## config.mk

```make
export PLATFORM = sky130hd
export DESIGN_NAME = bcp_implication_scheduler
export DESIGN_NICKNAME = d
export VERILOG_FILES = /design/src/rtl/bcp_pkg.sv /design/src/rtl/bcp_prio_sel.sv /design/src/rtl/bcp_implication_scheduler.sv
export SDC_FILE = /design/constraint.sdc
export NUM_CORES = 1
export LEC_CHECK = 0
export CAP_MARGIN = 15
export CORE_MARGIN = 2
export CORE_UTILIZATION = 68
export DETAILED_ROUTE_END_ITERATION = 8
export DONT_BUFFER_PORTS = 1
export GPL_TIMING_DRIVEN = 0
export PLACE_DENSITY = 0.91
export SLEW_MARGIN = 20
export SYNTH_ARGS = -nofsm -noshare
export SYNTH_HDL_FRONTEND = slang
export SYNTH_SLANG_ARGS = --single-unit
```

## constraint.sdc

```tcl
create_clock -name clock -period 4.7 [get_ports clock]
set_input_delay 0.47 -clock clock [delete_from_list [all_inputs] [get_ports clock]]
set_output_delay 0.47 -clock clock [all_outputs]
set_load 0.02 [all_outputs]
```

## src/rtl/bcp_pkg.sv

```systemverilog
// rtl/bcp_pkg.sv - shared constants and state type for the implication scheduler
package bcp_pkg;
  localparam int N_REQ = 8;
  localparam int IDX_W = 3;

  typedef enum logic [1:0] {
    IDLE,
    SELECT,
    ISSUE,
    FLUSH
  } sched_state_t;
endpackage

```

## src/rtl/bcp_prio_sel.sv

```systemverilog
// rtl/bcp_prio_sel.sv - fixed-priority selector, highest set index wins
module bcp_prio_sel
  import bcp_pkg::*;
(
  input  logic [N_REQ-1:0] req,
  output logic [IDX_W-1:0] idx,
  output logic             any
);

  always_comb begin
    idx = '0;
    any = |req;
    // Ascending scan so the last (highest) set bit overwrites lower ones.
    for (int i = 0; i < N_REQ; i++) begin
      if (req[i]) idx = IDX_W'(i);
    end
  end

endmodule

```

## src/rtl/bcp_implication_scheduler.sv

```systemverilog
// rtl/bcp_implication_scheduler.sv - captures clause-unit implications and offers them one at a time
module bcp_implication_scheduler
  import bcp_pkg::*;
#(
  parameter int LIT_W = 8
) (
  input  logic               clock,
  input  logic               reset,
  input  logic [7:0]         req_valid,
  input  logic [8*LIT_W-1:0] req_lit,
  output logic [7:0]         req_ack,
  output logic               imp_valid,
  output logic [LIT_W-1:0]   imp_lit,
  output logic [2:0]         imp_src,
  input  logic               imp_ready,
  input  logic               conflict,
  output logic               busy
);

  sched_state_t     state, state_nxt;
  logic [N_REQ-1:0] pending, capture, clr_mask, remaining;
  logic [LIT_W-1:0] slot [N_REQ];
  logic [IDX_W-1:0] sel_idx, prio_idx;
  logic             prio_any, accept;

  bcp_prio_sel u_prio_sel (
    .req (pending),
    .idx (prio_idx),
    .any (prio_any)
  );

  always_comb begin
    capture   = '0;
    clr_mask  = '0;
    accept    = 1'b0;
    state_nxt = state;

    // A slot that is still pending (even if it is being cleared now) is not reloaded.
    if (!conflict && state != FLUSH) capture = req_valid & ~pending;

    if (state == ISSUE && imp_ready && !conflict) begin
      accept            = 1'b1;
      clr_mask[sel_idx] = 1'b1;
    end
    remaining = pending & ~clr_mask;

    case (state)
      IDLE:   if (|pending) state_nxt = SELECT;
      SELECT: state_nxt = prio_any ? ISSUE : IDLE;
      ISSUE:  if (accept) state_nxt = (|remaining) ? SELECT : IDLE;
      FLUSH:  state_nxt = IDLE;
      default: state_nxt = IDLE;
    endcase

    if (conflict) state_nxt = FLUSH;
  end

  always_ff @(posedge clock) begin
    if (reset) begin
      state   <= IDLE;
      pending <= '0;
      sel_idx <= '0;
      req_ack <= '0;
      for (int i = 0; i < N_REQ; i++) slot[i] <= '0;
    end else begin
      state   <= state_nxt;
      pending <= conflict ? '0 : (remaining | capture);
      req_ack <= capture;
      if (state == SELECT) sel_idx <= prio_idx;
      for (int i = 0; i < N_REQ; i++) begin
        if (capture[i]) slot[i] <= req_lit[i*LIT_W +: LIT_W];
      end
    end
  end

  // Slot under offer cannot be rewritten while its pending bit is set, so the offer is stable.
  assign imp_valid = (state == ISSUE);
  assign imp_lit   = imp_valid ? slot[sel_idx] : '0;
  assign imp_src   = imp_valid ? sel_idx : '0;
  assign busy      = (|pending) || (state != IDLE);

endmodule

```

==> impl_results.md <==
- VDD IR max: between 0.2 and 0.25 mV
- LEAKAGE: between 1.5 and 2 nW
- Post-DP Area: ~4100 sq um
- Wirelength, routed: 9230 um
- Pin count of the biggest net entering global routing: 15
- Met3 usage: ~9%
- R2r worst-path depth: 5
- Site row count: 28
- PortBufs: 0
- Vias per inst: approximately 6.6
- Minimum clock period: between 2 and 3 ns
- CORE AREA: 5850 sq um
- Critical path capture point type: output port
- R2r setup slk: roughly 2.2 ns
- Antenna-violating nets left: 0
- Pre-CTS setup slack: around 2.3 ns
- Initial DRC count: about 250
- Count of final hold-check violations: 0
- Fmax: 367 MHz
- Max-slew violation total from the final report: 0
- Share of layout cells above drive strength 1: between 10% and 20%
- Worst EP required: between 4 and 5 ns
- Final instance area: ~4300 sq um
- CP max stage cell: buf_1
- Starting Density: between 60% and 70%
- CP max FO: 10
- Sequential share of the synthesized area: ~60%
- CP cell instances: clkbuf_2 > buf_1 > mux4_2 > mux2i_1 > nor2_1
- Max_cap viols: 0
- Worst Max-Slew Pin Slew: between 1 and 1.5 ns
- Antenna diodes: 0
- Clock-pin slew on the worst setup and hold paths: ~0.08 ns
- Wirelength per Cell: 23.9 um
- Post_cts resized: 0
- Root buf cell: clkbuf_8
- Endpoints failing setup: 0
- Worst Hold Class: input port to flip-flop
- Die Ht: a little over 80 um
- Status: complete, no violations
- Skew final: 0.00811 ns
- Inst Count DP: roughly 370
- Synth Flop Type: edfxtp_1
- Worst r2r src: state[1]
- Initial antenna violation count: 0
- Worst skew pair latency: between 0.3 and 0.4 ns
- Vias post-DR: 2545
- Most frequent cells in the layout: edfxtp_1 (64), and2_1 (50), dfxtp_1 (24)
- CP max stage delay: 0.52 ns
- DRC: 0
- Fin cells: slightly below 400
- Die ar.: roughly 6600 sq um
- Fin Hold WS: 0.249 ns
- Met2 GRT Util: 50.4%
- Drt first pass iters: 5
- DP Wirelength: 6520 um
- Mapped Area: approximately 4000 sq um
- Hold_buf cts: 0
- Most common cell after layout, fill and taps aside: edfxtp_1
- H-tree Lvls: 3
- Filler cells: 319
- Yosys cell types: 42
- Synthesized flop and latch total: 88
- Met1 usage: between 30% and 40%
- CP endpoint: imp_lit[0]
- RSZ-0062 raised after global routing: no
- GR Util All Layers: 29.1%
- Critical path type: flip-flop to output port
- First-pass GRT wire length: 13400 um
- Slew HR: around 32%
- Post-synth ARST share: 0%
- CP Launch Type: flip-flop
- CTS buffer count: 9
- Post-synth EDFFs: 64
- Clock tree buffer depth: 2
- Vias in the first global route: between 2000 and 3000
- Die width: 81.2 um
- Pwr Density: 384 nW/um^2
- Setup ws final: about 2.0 ns
- FF+latch area: 2400 sq um
- Final setup TNS: 0 ns
- CTS tree: done
- Layout area overhead: 7.42%
- Post-CTS Setup Repair Bufs: 0
- Clk sinks: 88
- Total congestion overflow: 0
- Synth warn: 0
- Placer congestion estimate: approximately 0.93
- Final nets: around 380
- Crit path arrival time: between 2 and 2.5 ns
- Syn_area_per_cell: 13.7 sq um
- RR Endpoint: slot[5][3]
- Syn_nets: between 300 and 400
- Top Usage Layer GRT: met2
- Area of the multi-input gates: around 1500 sq um
- Cells after Synth: 296
- Top-Level Pins: slightly below 100
- Hold Crit Start: conflict
- Final worst-path cycle share: roughly 58%
Yosys cell counts, types with 6 or more instances:
cell      count  area (sq um)
edfxtp_1     64          1920
and2_1       50           313
dfxtp_1      24           480
nor2_1       17          63.8
nor2b_1      17           106
mux4_2       16           360
a21oi_1      11          55.1
a311oi_1      9          78.8
inv_1         9          33.8
buf_2         8          40.0
mux2i_1       8          80.1
nor3b_4       6           113
layer usage:
layer	routed length, um	vias up
li1	-	1129
met1	3280	1241
met2	4950	154
met3	808	21
met4	191	0
met5	0	-
power by group:
| part | internal [mW] | switching (mW) | total (mW) |
|---|---|---|---|
| clock | 0.301 | 0.258 | 0.558 |
| combinational | 0.0827 | 0.114 | 0.197 |
| sequential | 0.888 | 0.0248 | 0.913 |
| total | 1.27 | 0.397 | 1.67 |
how the worst min path moves through the flow:
stage / endpoint / slack (ns) / cells after the start
floorplan: req_ack[7] / 0.46 / 1
global placement: req_ack[7] / 0.52 / 1
detailed placement: req_ack[7] / 0.51 / 1
CTS: state[1] / 0.24 / 2
global route: state[1] / 0.24 / 2
finish: state[1] / 0.25 / 2
final cells by class:
type,count,share of cell area (%)
Buffer,17,1.99
Clock buffer,13,3.19
Clock inverter,3,1.55
Inverter,9,0.777
Multi-Input combinational cell,182,35.1
Sequential cell,88,55.3
Tap cell,75,2.16
per-stage QoR:
| stage | utilization (%) | total power, mW |
|---|---|---|
| 3_3_place_gp | 70.8 | 1.11 |
| 5_1_grt | 74.3 | 1.72 |
| 4_1_cts | 74.3 | 1.67 |
| 3_5_place_dp | 70.8 | 1.12 |
| 6_report | 74.3 | 1.67 |
| 2_1_floorplan | - | 1.07 |
critical path: cells and delay by family (launching register included):
kind,cells,cell delay (ns)
buf+inv,2,0.73
flops,1,0.33
mux,2,0.43
simple gates,1,0.40
kinds of logic (layout without fill, tap and decap cells):
logic type / after synthesis / after routing / synth area share, %
AND/OR/NAND/NOR: 118 / 118 / 19.5
buffers and inverters: 26 / 42 / 2.97
AO/OA/AOI/OAI: 40 / 40 / 7.26
multiplexers: 24 / 24 / 10.9
flip-flops: 88 / 88 / 59.4
state kept, by name (all words and copies together) (netlist names), named ones only:
signal   flops
pending      8
req_ack      8
sel_idx      3
slot        64
state        2
No activity file was read; power rests on OpenSTA's default activity.
